### src/rtl/worldmap_rd_arbiter.sv
// Round-robin arbiter sharing one world-map BRAM read port between two Rojobots.
// Responses are id-tagged through a fixed-latency pipeline; contention is counted for debug.
module worldmap_rd_arbiter #(
    parameter int ADDR_W     = 14,
    parameter int DATA_W     = 2,
    parameter int RD_LATENCY = 1,
    parameter int CNT_W      = 16
) (
    input  logic              clk,
    input  logic              rstn,
    input  logic              req0_valid,
    input  logic [ADDR_W-1:0] req0_addr,
    output logic              req0_ready,
    output logic              rsp0_valid,
    output logic [DATA_W-1:0] rsp0_data,
    input  logic              req1_valid,
    input  logic [ADDR_W-1:0] req1_addr,
    output logic              req1_ready,
    output logic              rsp1_valid,
    output logic [DATA_W-1:0] rsp1_data,
    output logic              mem_en,
    output logic [ADDR_W-1:0] mem_addr,
    input  logic [DATA_W-1:0] mem_data,
    output logic [CNT_W-1:0]  contention_cnt,
    input  logic              contention_clr
);

    localparam logic [CNT_W-1:0] CNT_MAX = {CNT_W{1'b1}};
    localparam logic [CNT_W-1:0] CNT_ONE = {{(CNT_W-1){1'b0}}, 1'b1};

    logic                  grant_any_s;
    logic                  grant_id_s;
    logic                  last_r;
    logic [ADDR_W-1:0]     addr_hold_r;
    logic [RD_LATENCY-1:0] tag_valid_r;
    logic [RD_LATENCY-1:0] tag_id_r;
    logic                  tag_out_valid_s;
    logic                  tag_out_id_s;

    // Round-robin selection: on a tie the requester that did not win last time is chosen
    always_comb begin
        grant_any_s = 1'b0;
        grant_id_s  = 1'b0;
        case ({req1_valid, req0_valid})
            2'b01: begin
                grant_any_s = 1'b1;
                grant_id_s  = 1'b0;
            end
            2'b10: begin
                grant_any_s = 1'b1;
                grant_id_s  = 1'b1;
            end
            2'b11: begin
                grant_any_s = 1'b1;
                grant_id_s  = ~last_r;
            end
            default: begin
                grant_any_s = 1'b0;
                grant_id_s  = 1'b0;
            end
        endcase
    end

    // Same-cycle grant outputs; the BRAM address holds when nobody is granted
    always_comb begin
        req0_ready = grant_any_s & ~grant_id_s;
        req1_ready = grant_any_s & grant_id_s;
        mem_en     = grant_any_s;
        if (grant_any_s) begin
            if (grant_id_s) begin
                mem_addr = req1_addr;
            end else begin
                mem_addr = req0_addr;
            end
        end else begin
            mem_addr = addr_hold_r;
        end
    end

    // Round-robin pointer and held address; reset pointer favours requester 0 on the first tie
    always_ff @(posedge clk or negedge rstn) begin
        if (!rstn) begin
            last_r      <= 1'b1;
            addr_hold_r <= {ADDR_W{1'b0}};
        end else if (grant_any_s) begin
            last_r      <= grant_id_s;
            addr_hold_r <= mem_addr;
        end
    end

    // Tag pipeline tracking which requester owns each outstanding BRAM read
    always_ff @(posedge clk or negedge rstn) begin
        if (!rstn) begin
            tag_valid_r <= {RD_LATENCY{1'b0}};
            tag_id_r    <= {RD_LATENCY{1'b0}};
        end else begin
            tag_valid_r[0] <= grant_any_s;
            tag_id_r[0]    <= grant_id_s;
            for (int i = 1; i < RD_LATENCY; i++) begin
                tag_valid_r[i] <= tag_valid_r[i-1];
                tag_id_r[i]    <= tag_id_r[i-1];
            end
        end
    end

    assign tag_out_valid_s = tag_valid_r[RD_LATENCY-1];
    assign tag_out_id_s    = tag_id_r[RD_LATENCY-1];

    // Response capture: data lands only in the owning requester's hold register
    always_ff @(posedge clk or negedge rstn) begin
        if (!rstn) begin
            rsp0_valid <= 1'b0;
            rsp1_valid <= 1'b0;
            rsp0_data  <= {DATA_W{1'b0}};
            rsp1_data  <= {DATA_W{1'b0}};
        end else begin
            rsp0_valid <= tag_out_valid_s & ~tag_out_id_s;
            rsp1_valid <= tag_out_valid_s & tag_out_id_s;
            if (tag_out_valid_s && !tag_out_id_s) begin
                rsp0_data <= mem_data;
            end
            if (tag_out_valid_s && tag_out_id_s) begin
                rsp1_data <= mem_data;
            end
        end
    end

    // Saturating contention counter; clear wins over a same-cycle increment
    always_ff @(posedge clk or negedge rstn) begin
        if (!rstn) begin
            contention_cnt <= {CNT_W{1'b0}};
        end else if (contention_clr) begin
            contention_cnt <= {CNT_W{1'b0}};
        end else if (req0_valid && req1_valid && (contention_cnt != CNT_MAX)) begin
            contention_cnt <= contention_cnt + CNT_ONE;
        end
    end

endmodule

### config.mk
export PLATFORM = sky130hd
export DESIGN_NAME = worldmap_rd_arbiter
export DESIGN_NICKNAME = d
export VERILOG_FILES = /design/src/rtl/worldmap_rd_arbiter.sv
export SDC_FILE = /design/constraint.sdc
export NUM_CORES = 1
export LEC_CHECK = 0
export BUFFER_PORTS_ARGS = -buffer_cell sky130_fd_sc_hd__buf_4
export CORE_MARGIN = 2
export CORE_UTILIZATION = 44
export DETAILED_ROUTE_END_ITERATION = 16
export PLACE_DENSITY = 0.76
export SYNTH_ARGS = -nofsm -noshare
export SYNTH_HDL_FRONTEND = slang
export SYNTH_SLANG_ARGS = --single-unit
export TNS_END_PERCENT = 10
### constraint.sdc
create_clock -name clk -period 1.44 [get_ports clk]
set_input_delay 0.072 -clock clk [delete_from_list [all_inputs] [get_ports clk]]
set_output_delay 0.072 -clock clk [all_outputs]
set_load 0.01 [all_outputs]
### After elaboration in Yosys (flattened, before gate mapping)

Cells that the tools add are included.

* register bits: 39
* input port bits: 35
* logic and storage cells: 34

* $add $sub $neg: 1
* equality and inequality tests: 4
* muxes and demuxes: 6
* bitwise gates (word level): 7
* reduce and logical (&&, ||, !) cells: 7

Operator list (count)
* 2-to-1 mux 16 bit: 2
* 2-to-1 mux 14 bit: 2
* adder 16 x 1 -> 16 bit (second input constant): 1
* != test 16 bit (second input constant): 1
* AND 1 bit: 4
* equality test 2 bit (second input constant): 2
* logical AND 1 bit: 4
* NOT 1 bit: 3
* OR reduction 3 bit: 1
* equality test 2 x 1 -> 1 bit (second input constant): 1
* case mux 1 bit (2 select lines): 1
* nonzero test 2 bit: 1
* zero test 1 bit: 1
* 2-to-1 mux 1 bit: 1

### Depth between registers and ports, before layout

Gate-level depths: netlist of run 1.

* depth in word-level cells: 4
* depth in mapped cells: 5
* mapped depth without buffers: 5

### Worst setup path before layout of run 1

Ideal clock, no wire load.

* path kind: flip-flop to flip-flop
* start point: register contention_cnt[2]
* end point: register contention_cnt[13]
* data arrival time: 1.515 ns
* data required time: 1.315 ns
* setup slack: -0.200 ns
* cell stages (with the launch flop): 5
* buffers on the path: 0
* cells stage by stage: dfrtp_1 -> nand4_4 -> nor4b_4 -> o2111ai_1 -> mux2_4

* cells in the longest elaborated chain, start to end: 3
* elaborated cells between the ends (all ways): 6

Ends and longest elaborated chain
* start, declared: RTL line 24 `output logic [CNT_W-1:0] contention_cnt,`
* start signal, assigned: RTL line 131 `contention_cnt <= {CNT_W{1'b0}};`
* start signal, assigned: RTL line 133 `contention_cnt <= {CNT_W{1'b0}};`
* start signal, assigned: RTL line 135 `contention_cnt <= contention_cnt + CNT_ONE;`
* adder 16 x 1 -> 16 bit / != test 16 bit (equally long branches): RTL line 135, 134
* 2-to-1 mux 16 bit / logical AND 1 bit (equally long branches): RTL line 134 `end else if (req0_valid && req1_valid && (contention_cnt != CNT_MAX)) begin`
* 2-to-1 mux 16 bit / nonzero test 2 bit (equally long branches)

Parallel ways exist; a longest one is shown, timed or not. The select of a mux whose other input is x is not followed.
A chain may end at the register's enable or synchronous reset.

### Worst setup path in the final report of run 1

* start point: register last_r
* end point: output mem_addr[7]

* cells in the longest elaborated chain, start to end: 4

Ends and longest elaborated chain
* start, declared: RTL line 33 `logic last_r;`
* start signal, assigned: RTL line 86 `last_r <= grant_id_s;`
* NOT 1 bit: RTL line 55 `grant_id_s = ~last_r;`
* case mux 1 bit (2 select lines): RTL line 44 `case ({req1_valid, req0_valid})`
* 2-to-1 mux 14 bit: RTL line 70 `if (grant_id_s) begin`
* 2-to-1 mux 14 bit: RTL line 69 `if (grant_any_s) begin`
* end, declared: RTL line 22 `output logic [ADDR_W-1:0] mem_addr,`

No other way between the ends.

==> impl_metrics.yaml, run 1 <==
outcome:
  status: "finished, violations left"
  failed_checks: "negative setup slack"
synth:
  synth_cell_types: 37
  synth_largest_area_cell: "dfrtp_1"
  yosys-top-cells-count: "nand2_1 (51), dfrtp_1 (38), a22oi_1 (14)"
  async_reset_ff_share_pct: 100
  synth_most_common_cell: "nand2_1"
  synth_top_area_share_pct: 49.8
  ys.flop_type: "dfrtp_1"
  ys_seq_area_share_pct: 51.1
  netlist_area_um2: 1910
  syn_avg_cell_area_um2: 9.95
  ys_ff_latch: 39
  synthTopCellsByArea: "dfrtp_1 (50%), nand2_1 (10%), a22oi_1 (5.5%), a21oi_1 (3.1%), or3_1 (2.6%)"
  yosys_warnings: 0
  synth-edff-count: 0
  synth.net_count: 228
  syn_inst: 192
clocking:
  htree_levels: 2
  cts_buffers: 5
  clk_latency_ns: 0.30
  cts_sinks: 39
  cts_buffer_depth: 2
  path_clk_slew_ns: 0.08
  root_buffer: "clkbuf_8"
  cts_tree: "built"
cells_and_area:
  area_growth_pct: 73.8
  layout-drive-gt1-share_pct: 56.9
  instances_no_fill: 375
  nets: 360
  diodes: 0
grt:
  grt_usage_pct: 27.7
  antenna_found_initial: 0
  grt_overflow_total: 0
  grt_max_degree: 40
  grt_pass1_wl_um: 10700
  grt_pass1_vias: 2181
job:
  cap_violations: 0
timing:
  finalHoldViolCount: 0
  drv_slew: 0
  max_slew.worst_pin.slew_ns: 0.501
  finalCriticalPeriod_ns: 1.69
  fin_crit_sh_pct: 118
  rsz0062_at_grt: "true"
  max_freq_mhz: 590
  relSlewSlack_pct: 66.6
  setup_viol: 26
  skew_ns: 0.00544
  worst_slack_ns: -0.254
worst_setup_path:
  path_class: "register to primary output"
  worstPathRequired_ns: 1.37
  worstPathArrival_ns: 1.62
  crit_fanout: 6
  endpoint_kind: "primary output"
  critPathSlowestCell: "dfstp_2"
  start_kind: "register"
  max_stage_delay_ns: 0.56
  worstPathCellList: "a21boi_4 -> clkbuf_16 -> a22oi_2 -> nand2_1 -> buf_6"
detailed_routing:
  ant_nets: 0
  drt_iter0_drc: 134
  wl_per_cell_um: 18.7
  vias: 2072
  via_per_inst: 5.53
  dr.pass1.iters: 4
  drc: 0
  drt-total-wl_um: 7000
floorplan:
  initial_core_util_pct: 46.8
  boundaryPins: 74
  dieHeight_um: 69.9
  fp.dieW_um: 69.9
  dieArea_um2: 4890
  num_rows: 23
  core_area_um2: 4090
place:
  placed_cells: 341
  portBuffers: 73
  pre_cts_ws_ns: -0.126
  dp_hpwl_um: 3610
  place_congestion: 0.818
hold_path:
  min_path_type: "primary input to register"
power_and_ir_drop:
  vdd_ir_drop_max_mv: 0.754
  p_leak_uw: 0.00163
  p_per_area_nw_per_um2: 817
power breakdown:
group          internal, uW  switching [uW]
logic                   376             348
registers              1180            52.8
clock network           337             418
routing by layer:
metal / GRT usage [%] / vias to the layer above / share of wire (%)
li1: - / 949 / -
met1: 33.1 / 1002 / 40
met2: 48.1 / 102 / 50
met3: 5.92 / 19 / 6.5
met4: 11.5 / 0 / 3.4
met5: 0 / - / 0
layout by cell type (no fill, tap or decap), types with 9 or more instances in the layout:
| master | n |
|---|---|
| a22oi_2 | 14 |
| buf_4 | 102 |
| buf_6 | 12 |
| dfrtp_1 | 29 |
| dfrtp_2 | 9 |
| dlygate4sd3_1 | 14 |
| nand2_1 | 39 |
| nand2_2 | 11 |
final timing paths:
kind	start	endpoint	slack, ns	depth (start not counted)
max in group asynchronous	rstn	contention_cnt[3]$_DFFE_PN0P_	0.79	2
min in group asynchronous	rstn	contention_cnt[11]$_DFFE_PN0P_	0.27	2
worst min register to register	tag_id_r$_DFF_PN0_	rsp0_valid$_DFF_PN0_	0.48	1
worst min-delay path	mem_data[1]	rsp1_data[1]$_DFFE_PN0P_	0.008	2
worst max-delay path	last_r$_DFFE_PN1N_	mem_addr[7]	-0.25	5
worst max register to register	last_r$_DFFE_PN1N_	addr_hold_r[4]$_DFFE_PN0N_	-0.18	8
kinds of logic (layout without fill, tap and decap cells):
| group | after synthesis | count (layout) | synth area share (%) |
|---|---|---|---|
| flops | 39 | 39 | 51.1 |
| xor+xnor | 1 | 1 | 0.458 |
| simple gates | 92 | 92 | 26.5 |
| buf+inv | 8 | 141 | 1.57 |
| mux | 8 | 8 | 4.78 |
| compound gates | 43 | 43 | 14.9 |
| fa+ha+maj | 1 | 1 | 0.655 |
layout make-up:
| cell class | instances | area [um^2] |
|---|---|---|
| clock buffer | 5 | 68.8 |
| clock inverter | 3 | 20.0 |
| fill | 237 | 766 |
| inverter | 3 | 11.3 |
| multi-input combinational | 145 | 1080 |
| sequential | 39 | 988 |
| tap | 50 | 62.6 |
| timing repair buffer | 130 | 1090 |
through the flow:
stage | setup TNS [ns] | power [uW] | hold slack [ns] | utilization [%] | area, um^2
global placement | -0.196 | 1720 | 0.0786 | 68.1 | 2780
CTS | -2.58 | 2620 | 0.000744 | 79.4 | 3240
detailed placement | -0.694 | 1730 | 0.0772 | 68.1 | 2780
global route | -5.61 | 2840 | -0.000635 | 81.3 | 3320
finish | -3.67 | 2710 | 0.00777 | 81.3 | 3320
floorplan | -2.50 | 1440 | -0.224 | - | 1950
flip-flops by register name, indices dropped and copies added (netlist names):
register	flops
contention_cnt	16
addr_hold_r	14
last_r	1
rsp0_data	2
tag_id_r	1
rsp1_data	2
tag_out_valid_s	1
rsp1_valid	1
rsp0_valid	1
worst max-delay path: cells and delay by family (launching register included):
kind	cells	cell delay [ns]
AO/OA/AOI/OAI	2	0.31
AND/OR/NAND/NOR	1	0.13
flip-flops	1	0.56
buffers and inverters	2	0.31
repair_timing:
action	4_1_cts	5_1_grt
gates cloned	2	0
pin swaps	26	5
hold buffers	14	0
buffers inserted	9	1
hold endpoints to repair	51	0
endpoints found under the setup margin	29	32
resized for setup	31	24
(Power assumes the default switching activity.)
==> run 2, diff against run 1 <==
Settings changed: BUFFER_PORTS_ARGS -buffer_cell sky130_fd_sc_hd__buf_4 to -buffer_cell sky130_fd_sc_hd__buf_2, SETUP_SLACK_MARGIN from default to 0.4.
==> run 2 against run 1 <==
Against the previous run:
- the flow finishes with violations (negative hold slack, negative setup slack)
- core utilization fell by 4.9 points
- sequential cell count did not move
- global-route usage fell by 6.0 points
- power fell by 2.4%
- non-clock buffer count fell by 15
- die area did not move
- critical path type is now register to register
- critical endpoint is now contention_cnt[4]$_DFFE_PN0P_
- largest cell class is now multi-input combinational cells
- largest power group unchanged
- highest routed layer unchanged
==> impl_metrics.yaml, run 2 (synthesis results as in run 1) <==
power_and_ir_drop:
  vdd_ir_drop_max_mv: 0.651
  p_leak_uw: 0.00155
  p_per_area_nw_per_um2: 849
cells_and_area:
  instances_no_fill: 360
  area_growth_pct: 63.4
  utilization_pct: 76.4
  final_cell_mix: "buf_2 (62), nand2_1 (47), dfrtp_1 (28)"
  layout_commonest_cell: "buf_2"
  multiInputGateArea_um2: 1120
  largest_reg_flops: 16
  nets: 345
  top_regs: "contention_cnt: 16 flops, addr_hold_r: 14 flops"
  regMostFlops: "contention_cnt"
  regArea_um2: 990
  layout-drive-gt1-share_pct: 59.4
  num-fill-cells: 288
  diodes: 0
clocking:
  cts_buffers: 5
  cts_tree: "built"
  cts_buffer_depth: 2
  root_buffer: "clkbuf_8"
  htree_levels: 2
  clk_latency_ns: 0.30
  holdBufCountCts: 2
  cts_sinks: 39
  path_clk_slew_ns: 0.09
grt:
  grt_pass1_vias: 1872
  antenna_found_initial: 0
  grt_usage_pct: 21.7
  grt_pass1_wl_um: 8450
  grt_overflow_total: 0
  grt_max_degree: 22
floorplan:
  initial_core_util_pct: 46.8
  dieArea_um2: 4890
  fp.dieW_um: 69.9
  num_rows: 23
  dieHeight_um: 69.9
  core_area_um2: 4090
  boundaryPins: 74
worst_setup_path:
  critical_path.top_delay_family: "simple AND/OR/NAND/NOR gates"
  worstPathBufferInverterCount: 1
  worstPathRequired_ns: 1.67
  max_stage_delay_ns: 0.42
  crit_fanout: 5
  worstPathArrival_ns: 1.84
  critPathSlowestCell: "dfrtp_1"
  worstPathCellList: "ha_4 -> and3_4 -> o41ai_2 -> buf_4 -> or3_4 -> a21oi_2"
  start_kind: "register"
  path_class: "register to register"
  endpoint_kind: "register"
detailed_routing:
  drt_iter0_drc: 212
  drt-total-wl_um: 5750
  dr.pass1.iters: 4
  via_per_inst: 5.44
  ant_nets: 0
  drc: 0
  wl_per_cell_um: 16.0
  vias: 1960
timing:
  max_slew.worst_pin.slew_ns: 0.510
  worst_slack_ns: -0.167
  max_freq_mhz: 622
  hold_ws_ns: -0.0170
  fin_setup_tns_ns: -2.64
  setup_viol: 30
  finalCriticalPeriod_ns: 1.61
  relSlewSlack_pct: 66.0
  finalHoldViolCount: 8
  fin_crit_sh_pct: 112
  drv_slew: 0
  rsz0062_at_grt: "true"
  skew_ns: 0.0158
outcome:
  status: "finished, violations left"
  failed_checks: "negative hold slack, negative setup slack"
hold_path:
  min_path_type: "primary input to register"
place:
  portBuffers: 73
  dp_hpwl_um: 3660
  place_congestion: 0.828
  placed_cells: 347
job:
  cap_violations: 0
## run 2: cell count changes in the layout (fill, tap and decap cells not counted), sizes merged
cell and change:
bufinv +1, clkbuf -1, clkinvlp -2, buf -2, clkinv +1, dlygate4sd3 -12
## run 2: power breakdown
group	switching (uW)	leakage [uW]	total [uW]	internal [uW]
Sequential	43.5	0.000477	1230	1180
Clock	411	0.0000581	926	516
Combinational	256	0.00101	497	241
Total	710	0.00155	2650	1940
## run 2: cell type report
type / count / area share [%]
multi-input combinational: 145 / 35.9
clock inverter: 3 / 1.40
inverter: 3 / 0.361
sequential: 39 / 31.7
tap: 50 / 2.00
clock buffer: 5 / 2.20
timing repair buffer: 115 / 26.4
## run 2: worst paths after layout
path                                               start                            end  slack (ns)  depth (start not counted)
min                                         req0_addr[6]     addr_hold_r[6]$_DFFE_PN0N_       -0.02                          3
max                        contention_cnt[0]$_DFFE_PN0P_  contention_cnt[4]$_DFFE_PN0P_       -0.17                          6
min reg2reg                  addr_hold_r[13]$_DFFE_PN0N_    addr_hold_r[13]$_DFFE_PN0N_        0.48                          2
max in group asynchronous                           rstn  contention_cnt[1]$_DFFE_PN0P_        0.62                          3
min in group asynchronous                           rstn  contention_cnt[6]$_DFFE_PN0P_        0.26                          2
max reg2reg                contention_cnt[0]$_DFFE_PN0P_  contention_cnt[4]$_DFFE_PN0P_       -0.17                          6
## run 2: repair_timing
item,CTS,global route
endpoints found under the hold margin,28,2
gates cloned,0,0
buffers inserted,1,2
pin swaps,22,21
gates resized for setup,35,26
endpoints found under the setup margin,63,65
## run 2: per-stage QoR
stage          hold slack [ns]  power [uW]  worst slack, ns  cell area [um^2]
6_report               -0.0170        2650           -0.167              3120
5_1_grt                -0.0257        2780           -0.212              3120
4_1_cts                -0.0142        2650           -0.142              3000
3_5_place_dp            0.0638        1690           -0.132              2690
3_3_place_gp            0.0544        1680          -0.0585              2690
2_1_floorplan           -0.224        1470           -0.149              2000
## run 2: worst register-to-register path: cells and delay by family (launching register included)
| kind | cells | cell delay (ns) |
|---|---|---|
| AND/OR/NAND/NOR | 2 | 0.54 |
| adder cells (fa/ha/maj) | 1 | 0.19 |
| flip-flops | 1 | 0.42 |
| AO/OA/AOI/OAI | 2 | 0.24 |
| buffers and inverters | 1 | 0.16 |
## run 2: layer usage
| metal | global-route usage (%) | up-vias | wire length [um] |
|---|---|---|---|
| met1 | 27.3 | 930 | 2280 |
| met2 | 36.2 | 86 | 2880 |
| met5 | 0 | - | 0 |
| met3 | 3.90 | 20 | 401 |
| met4 | 10.0 | 0 | 190 |
| li1 | - | 924 | - |
